### src/rtl/ddr_pkg.sv
// Shared types for the DDR arrow lanes: round state encoding and the LFSR polynomial.
package ddr_pkg;

   typedef enum logic [2:0] {IDLE, CLEAR, PLAY, PAUSE, DRAIN, DONE} state_e;

   // x^8+x^6+x^5+x^4+1 expressed as a mask over a left-shifting register
   localparam logic [7:0] LFSR_TAPS = 8'hB8;

   function automatic logic [7:0] lfsr8_next(input logic [7:0] v);
      return {v[6:0], ^(v & LFSR_TAPS)};
   endfunction

endpackage

### src/rtl/ddr_lfsr8.sv
// 8-bit Fibonacci LFSR with synchronous load; shared by the scheduler and later scoring logic.
module ddr_lfsr8
   import ddr_pkg::*;
#(
   parameter logic [7:0] RESET_VAL = 8'hA5
) (
   input  logic       clk,
   input  logic       rst_n,
   input  logic       load,
   input  logic       adv,
   input  logic [7:0] seed,
   output logic [7:0] q
);

   logic [7:0] q_q, q_d;

   always_comb begin
      q_d = q_q;
      if (load)
         q_d = seed;
      else if (adv)
         q_d = lfsr8_next(q_q);
   end

   always_ff @(posedge clk or negedge rst_n) begin
      if (!rst_n)
         q_q <= RESET_VAL;
      else
         q_q <= q_d;
   end

   assign q = q_q;

endmodule

### src/rtl/arrow_lane_scheduler.sv
// Round sequencer for the DDR arrow lanes: step strobe, one-hot spawn word, clear/busy/done.
// Optional build macro SPEEDUP_EN shortens the step divisor as the round progresses.
module arrow_lane_scheduler
   import ddr_pkg::*;
#(
   parameter int unsigned LANES       = 4,
   parameter int unsigned TICK_DIV    = 8,
   parameter int unsigned MIN_GAP     = 1,
   parameter int unsigned ARROWS      = 16,
   parameter int unsigned LANE_DEPTH  = 8,
   parameter logic [7:0]  LFSR_SEED   = 8'hA5,
   parameter int unsigned SPEED_EVERY = 4
) (
   input  logic                         clk,
   input  logic                         rst_n,
   input  logic                         start,
   input  logic                         pause,
   output logic                         step,
   output logic [LANES-1:0]             spawn,
   output logic                         clear,
   output logic                         busy,
   output logic                         done,
   output logic [$clog2(ARROWS+1)-1:0]  arrows_left,
   output state_e                       dbg_state
);

   localparam int LW = $clog2(LANES);
   localparam int AW = $clog2(ARROWS + 1);
   localparam int TW = $clog2(TICK_DIV + 1);
   localparam int GW = $clog2(MIN_GAP + 2);
   localparam int DW = $clog2(LANE_DEPTH + 1);

   localparam logic [AW-1:0]    ARROWS_INIT = AW'(ARROWS);
   localparam logic [TW-1:0]    DIV_INIT    = TW'(TICK_DIV);
   localparam logic [GW-1:0]    GAP_INIT    = GW'(MIN_GAP);
   localparam logic [DW-1:0]    DRAIN_LAST  = DW'(LANE_DEPTH);
   localparam logic [LANES-1:0] LANE_ONE    = LANES'(1);

   state_e            state_q, state_d;
   logic [TW-1:0]     tick_q, tick_d;
   logic [GW-1:0]     gap_q, gap_d;
   logic [DW-1:0]     drain_q, drain_d;
   logic [AW-1:0]     arrows_q, arrows_d;
   logic              step_q, step_d;
   logic [LANES-1:0]  spawn_q, spawn_d;
   logic              clear_q, clear_d;
   logic              busy_q, busy_d;
   logic              done_q, done_d;

   logic              lfsr_load, lfsr_adv, reload, spawn_evt;
   logic [7:0]        lfsr_val;
   logic [TW-1:0]     div;

   ddr_lfsr8 #(.RESET_VAL(LFSR_SEED)) u_lfsr (
      .clk   (clk),
      .rst_n (rst_n),
      .load  (lfsr_load),
      .adv   (lfsr_adv),
      .seed  (LFSR_SEED),
      .q     (lfsr_val)
   );

`ifdef SPEEDUP_EN
   localparam int SW = $clog2(SPEED_EVERY + 1);
   localparam logic [SW-1:0] SPD_LAST = SW'(SPEED_EVERY - 1);
   localparam logic [TW-1:0] DIV_MIN  = TW'(2);

   logic [TW-1:0] div_q, div_d;
   logic [SW-1:0] spd_q, spd_d;

   // Divisor only changes on a spawn, which is always a tick wrap, so tick is 0 here
   always_comb begin
      div_d = div_q;
      spd_d = spd_q;
      if (reload) begin
         div_d = DIV_INIT;
         spd_d = '0;
      end else if (spawn_evt) begin
         if (spd_q == SPD_LAST) begin
            spd_d = '0;
            if (div_q > DIV_MIN)
               div_d = div_q - 1'b1;
         end else begin
            spd_d = spd_q + 1'b1;
         end
      end
   end

   always_ff @(posedge clk or negedge rst_n) begin
      if (!rst_n) begin
         div_q <= DIV_INIT;
         spd_q <= '0;
      end else begin
         div_q <= div_d;
         spd_q <= spd_d;
      end
   end

   assign div = div_q;
`else
   assign div = DIV_INIT;

   logic unused_speedup;
   assign unused_speedup = ^{SPEED_EVERY, reload, spawn_evt};
`endif

   always_comb begin
      state_d   = state_q;
      tick_d    = tick_q;
      gap_d     = gap_q;
      drain_d   = drain_q;
      arrows_d  = arrows_q;
      step_d    = 1'b0;
      spawn_d   = '0;
      clear_d   = 1'b0;
      lfsr_load = 1'b0;
      lfsr_adv  = 1'b0;
      reload    = 1'b0;
      spawn_evt = 1'b0;

      case (state_q)
         IDLE, DONE: begin
            if (start) begin
               state_d = CLEAR;
               clear_d = 1'b1;
            end
         end
         CLEAR: begin
            state_d   = PLAY;
            reload    = 1'b1;
            lfsr_load = 1'b1;
            arrows_d  = ARROWS_INIT;
            tick_d    = '0;
            gap_d     = '0;
            drain_d   = '0;
         end
         PLAY, PAUSE, DRAIN: begin
            if (state_q == DRAIN && drain_q == DRAIN_LAST) begin
               state_d = DONE;
            end else if (pause) begin
               state_d = PAUSE;
            end else begin
               // A released PAUSE behaves as PLAY/DRAIN in the same cycle, so a held terminal count fires now
               if (tick_q == div - 1'b1) begin
                  tick_d   = '0;
                  step_d   = 1'b1;
                  lfsr_adv = 1'b1;
                  if (gap_q == '0 && arrows_q != '0) begin
                     spawn_d   = LANE_ONE << lfsr_val[LW-1:0];
                     arrows_d  = arrows_q - 1'b1;
                     gap_d     = GAP_INIT;
                     spawn_evt = 1'b1;
                  end else begin
                     if (gap_q != '0)
                        gap_d = gap_q - 1'b1;
                     if (arrows_q == '0)
                        drain_d = drain_q + 1'b1;
                  end
               end else begin
                  tick_d = tick_q + 1'b1;
               end
               state_d = (arrows_d == '0) ? DRAIN : PLAY;
            end
         end
         default: state_d = IDLE;
      endcase

      busy_d = (state_d == CLEAR) || (state_d == PLAY) || (state_d == PAUSE) || (state_d == DRAIN);
      done_d = (state_d == DONE);
   end

   always_ff @(posedge clk or negedge rst_n) begin
      if (!rst_n) begin
         state_q  <= IDLE;
         tick_q   <= '0;
         gap_q    <= '0;
         drain_q  <= '0;
         arrows_q <= ARROWS_INIT;
         step_q   <= 1'b0;
         spawn_q  <= '0;
         clear_q  <= 1'b0;
         busy_q   <= 1'b0;
         done_q   <= 1'b0;
      end else begin
         state_q  <= state_d;
         tick_q   <= tick_d;
         gap_q    <= gap_d;
         drain_q  <= drain_d;
         arrows_q <= arrows_d;
         step_q   <= step_d;
         spawn_q  <= spawn_d;
         clear_q  <= clear_d;
         busy_q   <= busy_d;
         done_q   <= done_d;
      end
   end

   logic unused_lfsr_hi;
   assign unused_lfsr_hi = ^lfsr_val[7:LW];

   assign step        = step_q;
   assign spawn       = spawn_q;
   assign clear       = clear_q;
   assign busy        = busy_q;
   assign done        = done_q;
   assign arrows_left = arrows_q;
   assign dbg_state   = state_q;

endmodule

### config.mk
export PLATFORM = sky130hd
export DESIGN_NAME = arrow_lane_scheduler
export DESIGN_NICKNAME = d
export VERILOG_FILES = /design/src/rtl/ddr_pkg.sv /design/src/rtl/ddr_lfsr8.sv /design/src/rtl/arrow_lane_scheduler.sv
export SDC_FILE = /design/constraint.sdc
export NUM_CORES = 1
export LEC_CHECK = 0
export CAP_MARGIN = 20
export CORE_MARGIN = 2
export CORE_UTILIZATION = 50
export CTS_CLUSTER_DIAMETER = 50
export CTS_CLUSTER_SIZE = 40
export DETAILED_ROUTE_END_ITERATION = 10
export MAX_ROUTING_LAYER = met4
export PLACE_DENSITY = 0.75
export SYNTH_ARGS = -nofsm -noshare
export SYNTH_HDL_FRONTEND = slang
export SYNTH_HIERARCHICAL = 1
export SYNTH_SLANG_ARGS = --single-unit
### constraint.sdc
create_clock -name clk -period 2.1 [get_ports clk]
set_input_delay 0.63 -clock clk [delete_from_list [all_inputs] [get_ports clk]]
set_output_delay 0.63 -clock clk [all_outputs]
set_load 0.01 [all_outputs]
* Yosys cells after proc, flatten, opt, wreduce, memory -nomap -nowiden *
Cells that the tools add are included.

operators by class
  reductions and logical operators = 19
  muxes and demuxes = 43
  eq/ne operators = 18
  shift operators = 1
  $add $sub $neg = 4

operator list
  cell                                                                number
  4-bit two-way mux                                                   13
  5-bit two-way mux                                                   7
  8-bit two-way mux                                                   2
  4-bit one-hot mux with 2 select lines                               2
  3-bit by 2-bit == test with 1-bit output, second input constant     4
  3-bit == test, second input constant                                4
  3-bit two-way mux                                                   4
  5-bit logical NOT                                                   2
  2-bit two-way mux                                                   5
  2-bit != test, second input constant                                5
  5-bit one-hot mux with 2 select lines                               1
  3-bit one-hot mux with 3 select lines                               1
  4-bit by 1-bit adder with 4-bit output, second input constant       2
  8-bit parity                                                        1
  1-bit two-way mux                                                   7
  3-bit by 1-bit == test with 1-bit output, second input constant     2
  6-bit AND reduction                                                 1
  2-bit nonzero test                                                  3
  5-bit AND reduction                                                 1
  5-bit nonzero test                                                  1
  5-bit by 1-bit subtractor with 5-bit output, second input constant  1
  4-bit by 3-bit == test with 1-bit output, second input constant     1
  4-bit == test, second input constant                                1
  2-bit one-hot mux with 2 select lines                               1
  10 further kinds                                                    13

word-level totals
  logic and storage cells = 96
  flip-flop bits (word level) = 34

* Logic depth before layout (Yosys ltp) *
  depth after elaboration = 16
  gate-level depth with buffers = 10
  gate-level depth less buffers = 9

* Cells and area by module *
Netlist, hierarchy kept.

modules (own cells, without submodules)
  module                seq. area each (sq um)  area each (sq um)  instances  cells an instance
  arrow_lane_scheduler  651.9                   1471.4             1          165
  ddr_lfsr8             205.2                   399.1              1          38

* Worst setup path after synthesis *
Ideal clock, no wire load.

  path kind = register to register
  start point = reg arrows_q[0] (netlist: arrows_left[0])
  end point = reg drain_q[3]
  period minus slack after synthesis = 2.044 ns
  path buffers = 1
  arrival = 1.966 ns
  slack = 0.056 ns
  stages on the path, launching flop included = 9
  cell sequence = dfrtp_1 inv_1 ha_1 or3b_1 buf_6 nor3_4 o21bai_2 or3_1 a21oi_1

between the ends
  cells in the longest elaborated chain, start to end = 4

ends and longest elaborated chain
  what                                    RTL line                     RTL
  start: declaration                      arrow_lane_scheduler.sv:43   logic [AW-1:0] arrows_q, arrows_d;
  start signal: assignment                arrow_lane_scheduler.sv:189  arrows_q <= arrows_d;
  5-bit nonzero test                      arrow_lane_scheduler.sv:148  if (gap_q == '0 && arrows_q != '0) begin
  1-bit logical AND                       arrow_lane_scheduler.sv:148
  2-bit != test (no source line)          --
  6-bit AND reduction (no source line) *  --
  end signal: assignment                  arrow_lane_scheduler.sv:188  drain_q <= drain_d;
  end: declaration                        arrow_lane_scheduler.sv:42   logic [DW-1:0] drain_q, drain_d;

Mark *: on every way between the ends. The rest lies on a longest branch, timed or not.
A chain may end at the register's enable or synchronous reset.

* Final worst setup path *
  start point = reg state_q[2] (netlist: dbg_state[2])
  end point = out dbg_state[2]

RTL lines
  what                      RTL line                     RTL
  start: declaration        arrow_lane_scheduler.sv:39   state_e state_q, state_d;
  start signal: assignment  arrow_lane_scheduler.sv:185  state_q <= state_d;
  end: declaration          arrow_lane_scheduler.sv:24   output state_e dbg_state

No word-level cell between the ends.

==> flow_summary.rst <==
.. list-table::
   :header-rows: 1

   * - Metric
     - Value
   * - Ordered cell list for the critical path
     - clkdlybuf4s50_1
   * - Synthesized instance count
     - roughly 200
   * - Placeable core region
     - around 0.0036 mm2
   * - Startpoint-to-endpoint class of the critical path
     - reg -> out
   * - Antenna viol nets, final
     - 0
   * - Most instantiated cells after synthesis
     - sky130_fd_sc_hd__dfrtp_1, sky130_fd_sc_hd__o21ai_0, sky130_fd_sc_hd__nand2_1
   * - Primary FF master, synth
     - sky130_fd_sc_hd__dfrtp_1
   * - Avg Vias per Cell
     - 5.289
   * - Required time at the endpoint of the critical path
     - about 1.5 ns
   * - Total congestion overflow
     - 0
   * - Post-synthesis sequential area ratio
     - a little under half
   * - Setup crit start kind
     - flop
   * - Yosys top cell area share
     - between 30% and 40%
   * - Wire length of the first global-routing pass
     - roughly 6400 um
   * - Clk Latency, worst-skew pair
     - between 0.2 and 0.3 ns
   * - Dpl hpwl
     - around 2700 um
   * - Crit path buffers/inverters
     - 1
   * - Antenna violations before repair
     - 0
   * - Share of cells above drive strength 1
     - roughly 14%
   * - Clock sinks
     - 34
   * - Kind of cell adding the most delay to the critical path
     - buffers and inverters
   * - Result of the run
     - finished, final reports clean
   * - Unrepaired setup endpoints after global routing
     - true
   * - Cts hold-fix bufs
     - 0
   * - Count of nets after finishing
     - 251
   * - Crit-path max cell delay
     - 0.61 ns
   * - Synth area leaders
     - sky130_fd_sc_hd__dfrtp_1, sky130_fd_sc_hd__o21ai_0, sky130_fd_sc_hd__dfstp_2, sky130_fd_sc_hd__nand2_1, sky130_fd_sc_hd__mux2i_1
   * - Final worst path period need
     - 2.073 ns
   * - TritonCTS clock tree
     - done
   * - TritonCTS Buffers
     - 5
   * - Highest attainable clock frequency
     - 482.4 MHz
   * - Post-route design area
     - roughly 0.0023 mm2
   * - IR drop worst, VDD
     - ~0.63 mV
   * - Mean post-synth cell area
     - between 9 and 10 um2
   * - Total of flip-flops plus latches after synthesis
     - 34
   * - Area growth, synth to finish
     - 23.41%
   * - Highest net fanout along the worst path
     - 12
   * - Antenna Cells
     - 0
   * - Leakage power figure
     - 0.9766 nW
   * - PnR Total Power
     - around 2.8 mW
   * - DRC violation count after routing
     - 0
   * - Num rows
     - 22
   * - Power density relative to cell area
     - 1215 mW/mm2
   * - CTS Root Cell
     - sky130_fd_sc_hd__clkbuf_8
   * - Slowest CP cell
     - sky130_fd_sc_hd__clkdlybuf4s50_1
   * - Final setup skew
     - 0.006308 ns
   * - Placement Cell Area
     - approximately 0.0022 mm2
   * - Clock buffer depth
     - 2
   * - Min-Delay Path Class
     - reg -> reg
   * - Summed instance area of the synthesized netlist
     - around 0.0019 mm2
   * - Share of async-settable or async-resettable flops after synthesis
     - 100.0%
   * - Fin crit share
     - 98.70%
   * - Largest net degree at the start of global routing
     - 35
   * - Synth area leader
     - sky130_fd_sc_hd__dfrtp_1
   * - Total via count in the routed design
     - around 1500
   * - Count of pins on the block boundary
     - 20
   * - EDFF count, synth
     - 0
   * - Port Buffer Count
     - 19
   * - Clock-pin slew reported for the worst setup and hold paths after clock tree synthesis
     - about 0.07 ns
   * - Most common cell in the synthesized netlist
     - sky130_fd_sc_hd__dfrtp_1
   * - Number of filler instances in the final layout
     - 329
   * - Vias in the first global route
     - roughly 1500
   * - Die extent in y
     - roughly 65 um
   * - Number of maximum-capacitance constraint violations
     - 0
   * - Overall die width
     - ~65 um
   * - Warnings from Yosys
     - 6
   * - Final std cells w/o fill
     - between 200 and 300
   * - Die outline area
     - between 0.004 and 0.005 mm2
   * - Arrival time at the worst endpoint
     - about 1.4 ns
   * - Routed wire length
     - roughly 3700 um
   * - Number of placed cells counting well taps
     - 282
   * - Distinct cell type count of the synthesized netlist
     - 46
   * - Final estimated routing congestion in global placement
     - approximately 0.83
   * - Initial DRT Pass Iterations
     - 4
   * - Iter 0 DRT Violations
     - ~110
   * - Final-report setup violation count
     - 0
   * - Wire length per cell after detailed routing
     - approximately 13 um
   * - Crit. End Element
     - output pin
   * - Initial core utilization
     - roughly half
   * - Overall global routing resource usage
     - about 20%
   * - Final hold violations
     - 0
   * - Deepest level of the CTS H-tree
     - 2
   * - Slew Viols, Final
     - 0
## registers in the layout, summed over array words and instances (netlist names)
| signal | cells |
|---|---|
| busy | 1 |
| clear | 1 |
| step | 1 |
| dbg_state | 3 |
| spawn | 4 |
| u_lfsr/q | 8 |
| arrows_left | 5 |
| drain_q | 4 |
| done | 1 |
| gap_q | 2 |
| tick_q | 4 |
## where the power goes
part | total (mW) | internal (mW) | switching [mW]
clock network | 0.491 | 0.264 | 0.227
logic | 1.20 | 0.591 | 0.609
registers | 1.11 | 0.891 | 0.222
total | 2.80 | 1.75 | 1.06
## timing repair
| item | 4_1_cts | 5_1_grt |
|---|---|---|
| endpoints found under the setup margin | 1 | 4 |
| resized for setup | 0 | 3 |
| setup buffers | 1 | 0 |
| hold endpoints to repair | 0 | 0 |
## kinds of logic (layout without fill, tap and decap cells)
family,after synthesis,in the layout,synth area share (%)
AND/OR/NAND/NOR,75,75,21.87
AO/OA/AOI/OAI,56,56,17.73
flip-flops,34,34,45.82
buffers and inverters,20,54,5.217
multiplexers,7,7,3.746
adder cells (fa/ha/maj),5,5,3.344
XOR/XNOR,4,4,1.873
other,2,8,0.4015
## stage by stage
step	hold WS, ns	setup slack, ns	util (%)	setup TNS [ns]
after floorplan	0.3344	0.05642	-	0
after global placement	0.4858	-0.1051	60.54	-0.5403
after detailed placement	0.5082	-0.1641	60.54	-0.9473
after CTS	0.5232	0.01454	63.26	0
after global routing	0.5386	-0.02640	63.53	-0.02640
final	0.5292	0.02720	63.53	0
## worst paths after layout
path | from | endpoint | slack, ns | cells after the start
worst max-delay path | dbg_state[2]$_DFF_PN0_ | dbg_state[2] | 0.03 | 1
worst min-delay path | u_lfsr/q[1]$_DFFE_PN0P_ | spawn[1]$_DFF_PN0_ | 0.53 | 1
worst max register to register | arrows_left[1]$_DFFE_PN0P_ | dbg_state[2]$_DFF_PN0_ | 0.15 | 7
worst min register to register | u_lfsr/q[1]$_DFFE_PN0P_ | spawn[1]$_DFF_PN0_ | 0.53 | 1
max in group asynchronous | rst_n | u_lfsr/q[7]$_DFFE_PN1P_ | 1.02 | 2
min in group asynchronous | rst_n | dbg_state[0]$_DFF_PN0_ | 0.75 | 2
## layout by cell type, fill, tap and decap left out, drive strengths merged, types with 2 or more instances in the layout
| cell type | count |
|---|---|
| o21ai | 29 |
| dfrtp | 29 |
| nand2 | 21 |
| clkdlybuf4s50 | 19 |
| buf | 16 |
| nor2 | 12 |
| inv | 11 |
| a21oi | 11 |
| conb | 8 |
| mux2i | 7 |
| nor3 | 7 |
| clkbuf | 7 |
| nand2b | 6 |
| nor3b | 5 |
| ha | 5 |
| dfstp | 5 |
| or3 | 4 |
| nand3 | 4 |
| nand3b | 3 |
| o32ai | 3 |
| nor2b | 3 |
| xor2 | 3 |
| o21a | 2 |
| a21o | 2 |
| o31ai | 2 |
## final cells by class
class	instances	area (um2)	area share [%]
Multi-Input combinational cell	155	947.2	41.03
Timing Repair Buffer	35	310.3	13.44
Inverter	11	41.29	1.789
Clock inverter	1	5.005	0.2168
Sequential cell	34	858.3	37.18
Tap cell	48	60.06	2.602
Clock buffer	7	86.33	3.740
## per-layer routing
layer,vias to the layer above,GRT usage [%],part of all wire (%)
met5,-,-,0
met4,0,4.688,0.38
met3,4,4.623,2.9
met2,29,31.38,49
met1,719,26.30,48
li1,787,-,-
(Power assumes the default switching activity.)
